===== src/rtl/csi2_rx_lane_ctrl_pkg.sv =====
// Shared definitions for the CSI-2 receive lane controller: state encodings,
// default timing constants and the per-state lane output decode.
package csi2_rx_lane_ctrl_pkg;

  localparam int unsigned STATE_W = 3;

  localparam int unsigned DEF_N_LANES   = 2;
  localparam int unsigned DEF_T_INIT    = 10000;
  localparam int unsigned DEF_T_STOP_TO = 20000;
  localparam int unsigned DEF_T_SETTLE  = 8;

  typedef enum logic [STATE_W-1:0] {
    ST_OFF       = 3'd0,
    ST_POWERUP   = 3'd1,
    ST_WAIT_STOP = 3'd2,
    ST_IDLE      = 3'd3,
    ST_CLK_HS    = 3'd4,
    ST_ACTIVE    = 3'd5,
    ST_ULPS      = 3'd6,
    ST_ERROR     = 3'd7
  } lane_state_e;

  typedef struct packed {
    logic clk_shutdown;
    logic data_shutdown;
    logic data_rx_en;
    logic link_up;
  } lane_out_t;

  // Lane pin levels implied by a state; lanes are powered everywhere except OFF/ERROR.
  function automatic lane_out_t state_outputs(input lane_state_e s);
    lane_out_t o;
    o.clk_shutdown  = (s == ST_OFF) || (s == ST_ERROR);
    o.data_shutdown = (s == ST_OFF) || (s == ST_ERROR);
    o.data_rx_en    = (s == ST_ACTIVE);
    o.link_up       = (s == ST_IDLE) || (s == ST_CLK_HS) ||
                      (s == ST_ACTIVE) || (s == ST_ULPS);
    return o;
  endfunction

endpackage


===== src/rtl/csi2_rx_timer.sv =====
// Clearable saturating up-counter with a match flag against a runtime limit.
module csi2_rx_timer #(
  parameter int unsigned WIDTH = 8
) (
  input  logic             clk,
  input  logic             rst,
  input  logic             clr,
  input  logic [WIDTH-1:0] limit,
  output logic             match_c
);

  logic [WIDTH-1:0] count_q;
  logic [WIDTH-1:0] count_d;

  always_comb begin
    count_d = count_q;
    if (clr) begin
      count_d = '0;
    end else if (count_q != {WIDTH{1'b1}}) begin
      count_d = count_q + WIDTH'(1);
    end
  end

  always_ff @(posedge clk) begin
    if (rst) begin
      count_q <= '0;
    end else begin
      count_q <= count_d;
    end
  end

  assign match_c = (count_q == limit);

endmodule


===== src/rtl/csi2_rx_lane_ctrl.sv =====
// D-PHY receive lane power/state sequencer: power-up, stop detection, HS entry,
// ULPS and error recovery for one clock lane plus N_LANES data lanes.
module csi2_rx_lane_ctrl
  import csi2_rx_lane_ctrl_pkg::*;
#(
  parameter int unsigned N_LANES   = DEF_N_LANES,
  parameter int unsigned T_INIT    = DEF_T_INIT,
  parameter int unsigned T_STOP_TO = DEF_T_STOP_TO,
  parameter int unsigned T_SETTLE  = DEF_T_SETTLE
) (
  input  logic               SysClk,
  input  logic               Reset,
  input  logic               Enable,
  input  logic               ClkStopstate,
  input  logic               ClkActiveHs,
  input  logic               ClkUlpm,
  input  logic [N_LANES-1:0] DataStopstate,
  output logic               ClkShutdown,
  output logic [N_LANES-1:0] DataShutdown,
  output logic               DataRxEn,
  output logic               LinkUp,
  output logic               ErrTimeout,
  output logic               ErrClkLoss,
  output logic [STATE_W-1:0] State
);

  localparam int unsigned T_MAX = (T_INIT > T_STOP_TO) ? T_INIT : T_STOP_TO;
  localparam int unsigned TMR_W = $clog2(T_MAX + 1);

  lane_state_e      state_q, state_d;
  lane_out_t        out_q, out_d;
  logic             err_timeout_q, err_timeout_d;
  logic             err_clk_loss_q, err_clk_loss_d;
  logic [TMR_W-1:0] tmr_limit_c;
  logic             tmr_match_c;
  logic             tmr_clr_c;
  logic             all_data_stop_c;

  assign all_data_stop_c = &DataStopstate;

  // Each timed state compares against its own terminal count.
  always_comb begin
    tmr_limit_c = '0;
    case (state_q)
      ST_POWERUP:   tmr_limit_c = TMR_W'(T_INIT - 1);
      ST_WAIT_STOP: tmr_limit_c = TMR_W'(T_STOP_TO - 1);
      ST_CLK_HS:    tmr_limit_c = TMR_W'(T_SETTLE - 1);
      default:      tmr_limit_c = '0;
    endcase
  end

  assign tmr_clr_c = (state_d != state_q);

  csi2_rx_timer #(
    .WIDTH (TMR_W)
  ) u_timer (
    .clk     (SysClk),
    .rst     (Reset),
    .clr     (tmr_clr_c),
    .limit   (tmr_limit_c),
    .match_c (tmr_match_c)
  );

  always_comb begin
    state_d        = state_q;
    err_timeout_d  = err_timeout_q;
    err_clk_loss_d = err_clk_loss_q;

    if (!Enable) begin
      state_d        = ST_OFF;
      err_timeout_d  = 1'b0;
      err_clk_loss_d = 1'b0;
    end else begin
      case (state_q)
        ST_OFF: state_d = ST_POWERUP;
        ST_POWERUP: begin
          if (tmr_match_c) state_d = ST_WAIT_STOP;
        end
        ST_WAIT_STOP: begin
          if (ClkStopstate && all_data_stop_c) begin
            state_d = ST_IDLE;
          end else if (tmr_match_c) begin
            state_d       = ST_ERROR;
            err_timeout_d = 1'b1;
          end
        end
        ST_IDLE: begin
          if (ClkActiveHs) begin
            state_d = ST_CLK_HS;
          end else if (ClkUlpm) begin
            state_d = ST_ULPS;
          end
        end
        ST_CLK_HS: begin
          if (!ClkActiveHs) begin
            state_d = ST_IDLE;
          end else if (tmr_match_c) begin
            state_d = ST_ACTIVE;
          end
        end
        ST_ACTIVE: begin
          if (!ClkActiveHs) begin
            if (all_data_stop_c) begin
              state_d = ST_IDLE;
            end else begin
              state_d        = ST_ERROR;
              err_clk_loss_d = 1'b1;
            end
          end
        end
        ST_ULPS: begin
          if (!ClkUlpm) state_d = ST_WAIT_STOP;
        end
        ST_ERROR: state_d = ST_ERROR;
        default:  state_d = ST_OFF;
      endcase
    end

    out_d = state_outputs(state_d);
  end

  always_ff @(posedge SysClk) begin
    if (Reset) begin
      state_q        <= ST_OFF;
      out_q          <= state_outputs(ST_OFF);
      err_timeout_q  <= 1'b0;
      err_clk_loss_q <= 1'b0;
    end else begin
      state_q        <= state_d;
      out_q          <= out_d;
      err_timeout_q  <= err_timeout_d;
      err_clk_loss_q <= err_clk_loss_d;
    end
  end

  assign ClkShutdown  = out_q.clk_shutdown;
  assign DataShutdown = {N_LANES{out_q.data_shutdown}};
  assign DataRxEn     = out_q.data_rx_en;
  assign LinkUp       = out_q.link_up;
  assign ErrTimeout   = err_timeout_q;
  assign ErrClkLoss   = err_clk_loss_q;
  assign State        = state_q;

endmodule


===== config.mk =====
export PLATFORM = sky130hd
export DESIGN_NAME = csi2_rx_lane_ctrl
export DESIGN_NICKNAME = d
export VERILOG_FILES = /design/src/rtl/csi2_rx_lane_ctrl_pkg.sv /design/src/rtl/csi2_rx_timer.sv /design/src/rtl/csi2_rx_lane_ctrl.sv
export SDC_FILE = /design/constraint.sdc
export NUM_CORES = 1
export LEC_CHECK = 0
export ABC_AREA = 1
export CAP_MARGIN = 15
export CORE_MARGIN = 8
export CORE_UTILIZATION = 49
export CTS_BUF_LIST = sky130_fd_sc_hd__clkbuf_16
export CTS_CLUSTER_DIAMETER = 50
export DETAILED_ROUTE_END_ITERATION = 8
export PLACE_DENSITY_LB_ADDON = 0.3
export SLEW_MARGIN = 10
export SYNTH_ARGS = -nofsm -noshare
export SYNTH_HDL_FRONTEND = slang
export SYNTH_SLANG_ARGS = --single-unit

===== constraint.sdc =====
create_clock -name SysClk -period 1.93 [get_ports SysClk]
set_clock_uncertainty 0.1 [all_clocks]
set_input_delay 0.386 -clock SysClk [delete_from_list [all_inputs] [get_ports SysClk]]
set_output_delay 0.386 -clock SysClk [all_outputs]
set_load 0.01 [all_outputs]

==> results.toml <==
[route]
vias = 1733
wl_met3_um = 353
drt_iter0_drc = 163
via_per_inst = 5.48
ant_nets = 0
route.detailed.wl_per_inst_um = 15.7
dr.max_layer_used = "met4"
met1_length_um = 2040
first_pass_iters = 4
wl_met2_um = 2330
route.detailed.drc = 0
wirelength_um = 4950

[setup_path]
r2r_slack_ps = -250
cpMostUsedCell = "nand2_2"
reg2reg_depth = 17
cp-end-kind = "register"
start_kind = "register"
crit_path_end = "u_timer.count_q[10]"
critical_path_depth = 17
crit_chain = "inv_4, buf_4, nand3_1, nand2_2, nand2_2, nor2_4, nand3_2, nand2_1, nand2_1, nand2_2, nand2_2, nand2_1, nand2_1, nor2_2, nand2_2, clkbuf_16, nor2_1"
r2r_end = "u_timer.count_q[10]"
startpoint = "State[2]"
slowest_delay_ps = 370
slowest_stage = "dfxtp_4"
crit_buf_inv = 3
crit_family = "simple AND/OR/NAND/NOR gates"
timing.rr.start = "State[2]"
crit_type = "register to register"
required_ps = 2040
cp.arrival_ps = 2280
crit_path_max_fanout = 7

[logic_synthesis]
synthesis.nets = 222
synth-edff-count = 0
synth_commonest_cells = "47 x nand2_1, 30 x nor2_1, 27 x inv_1, 23 x dfxtp_1, 17 x nand3_1"
ys_types = 26
synth_warnings = 0
syn_area_um2 = 1420
synth_area_per_cell_um2 = 6.66
synth.top_cells.by_area = "dfxtp_1 32%, nand2_1 12%, nor2_1 7.9%, inv_1 7.1%, nand3_1 6.0%"
seq_area_frac_synth_pct = 32.5
synth-seq-cells = 23
async_flop_share_pct = 0
synth_most_common_cell = "nand2_1"
synth-main-ff-cell = "dfxtp_1"
synth_top_area_share_pct = 32.5
synth_area_leader_cell = "dfxtp_1"
synthCells = 213

[run_status]
status = "finished, violations left"
violations = "setup timing"

[grt]
grt_max_degree = 16
antenna_found_initial = 0
grt_pass1_vias = 1530
grt_pass1_wl_um = 6410
grt_overflow = 0
grtUsageTotal_pct = 15.6

[min_path]
min_path_type = "register to register"

[cells_and_area]
syn2layout_area_growth_pct = 59.0
multi_input_area_um2 = 918
layout-drive-gt1-share_pct = 42.8
fillers = 154
antennaDiodeCount = 0
regArea_um2 = 475
nNetsFinal = 295
postLayoutCoreUtil_pct = 81.7

[timing]
max_clock_freq_ghz = 0.460
hold_violations = 0
max-slew-margin-rel_pct = 73.8
post-route-period-util_pct = 113
period_minus_slack_ps = 2180
setup_slack_ps = -246
rsz0062_at_grt = "yes"
worst_slew_pin_slew_ps = 389
setup_viol = 18
whs_ps = 348
slew_violations = 0

[clocking]
cts_tree = "yes"
numCtsBuffers = 3
cts_hold_buf = 0
cts.clk_slew.worst_paths_ps = 60
cts_buffer_depth = 2
h-tree-depth = 1
cts-root-buf = "clkbuf_16"
cts.sinks = 23
clk-insertion-delay-late_ps = 260

[floorplan]
core_area_um2 = 2760
boundaryPins = 18
die_y_um = 69.8
dieArea_um2 = 4870
dieWidth_um = 69.8
num_rows = 19
initial_core_util_pct = 51.4

[place]
dp_hpwl_um = 2560
place_congestion = 0.869
port_buffers = 17

[power_and_ir_drop]
powerDensity_nw_per_um2 = 528
leakage_nw = 1.00
ir_worst_vdd_v = 0.000659

[flow_run]
drv_cap = 0
==> per-stage QoR <==
step	instance area, um^2	power (mW)	setup TNS (ps)	setup slack [ps]	instances
floorplan	1430	0.608	0	24.4	213
global placement	1890	0.680	-3530	-226	294
detailed placement	1890	0.683	-3380	-243	294
CTS	2120	1.15	-1530	-114	314
global route	2250	1.23	-5490	-370	316
finish	2250	1.19	-3520	-246	316
==> kinds of logic (layout without fill, tap and decap cells) <==
| group | count (synthesis) | in the layout | share of synthesized area [%] |
|---|---|---|---|
| simple gates | 129 | 129 | 42.9 |
| buf+inv | 35 | 107 | 10.9 |
| flops | 23 | 23 | 32.5 |
| compound gates | 14 | 14 | 6.00 |
| xor+xnor | 10 | 10 | 6.18 |
| fa+ha+maj | 1 | 1 | 0.882 |
| mux | 1 | 1 | 0.706 |
==> cell type report <==
| class | count | area share [%] |
|---|---|---|
| inverters | 30 | 5.33 |
| well taps | 31 | 1.72 |
| multi-input cells | 155 | 40.8 |
| clock buffers | 3 | 3.33 |
| flip-flops and latches | 23 | 21.1 |
| repair buffers | 73 | 27.5 |
| clock inverters | 1 | 0.222 |
==> registers in the layout, indices dropped and copies added, names as in the netlist <==
signal and cells:
u_timer.count_q 15, State 3, DataRxEn 1, DataShutdown 1, ErrClkLoss 1, ErrTimeout 1, LinkUp 1
==> layer usage <==
layer  vias to the layer above  GRT usage (%)
met5                         -              0
met4                         0           8.26
met3                        29           3.72
met2                        87           25.7
met1                       808           18.0
li1                        809              -
==> tightest hold or removal path: cells and delay by family, from the launching register on <==
family                 cells  cell delay [ps]
buffers and inverters      1               50
AO/OA/AOI/OAI              1               50
flip-flops                 1              310
==> power by group <==
part	switching (mW)	leakage, nW	total [mW]	internal (mW)
logic	0.125	0.774	0.237	0.112
registers	0.00862	0.190	0.489	0.481
clock network	0.184	0.0409	0.464	0.280
==> cell usage in the layout, fill, tap and decap left out, drive strengths merged <==
cell type / netlist / final
buf: 5 / 55
nand2: 55 / 55
nor2: 43 / 43
inv: 30 / 30
dfxtp: 23 / 23
nand3: 21 / 21
clkdlybuf4s50: 0 / 17
xor2: 9 / 9
a21oi: 6 / 6
nand4: 5 / 5
clkbuf: 0 / 4
nor3: 4 / 4
o21ai: 3 / 3
a31oi: 2 / 2
o211ai: 1 / 1
mux2i: 1 / 1
o311ai: 1 / 1
nor4: 1 / 1
o21a: 1 / 1
xnor2: 1 / 1
ha: 1 / 1
clkinv: 0 / 1
==> how the worst min path moves through the flow <==
| stage | from | to | slack [ps] | depth (start not counted) |
|---|---|---|---|---|
| detailed placement | ErrTimeout | ErrTimeout | 340 | 2 |
| CTS | ErrTimeout | ErrTimeout | 350 | 2 |
| global placement | ErrTimeout | ErrTimeout | 340 | 2 |
| global route | ErrTimeout | ErrTimeout | 400 | 2 |
| finish | ErrTimeout | ErrTimeout | 350 | 2 |
| floorplan | Reset | State[0] | 350 | 1 |
==> what timing repair did <==
| action | 4_1_cts | 5_1_grt |
|---|---|---|
| endpoints found under the hold margin | 0 | 0 |
| resized for setup | 11 | 30 |
| setup endpoints to repair | 17 | 20 |
| gates cloned | 0 | 1 |
| buffers inserted | 16 | 1 |
| pin swaps | 10 | 5 |
(Power assumes the default switching activity.)
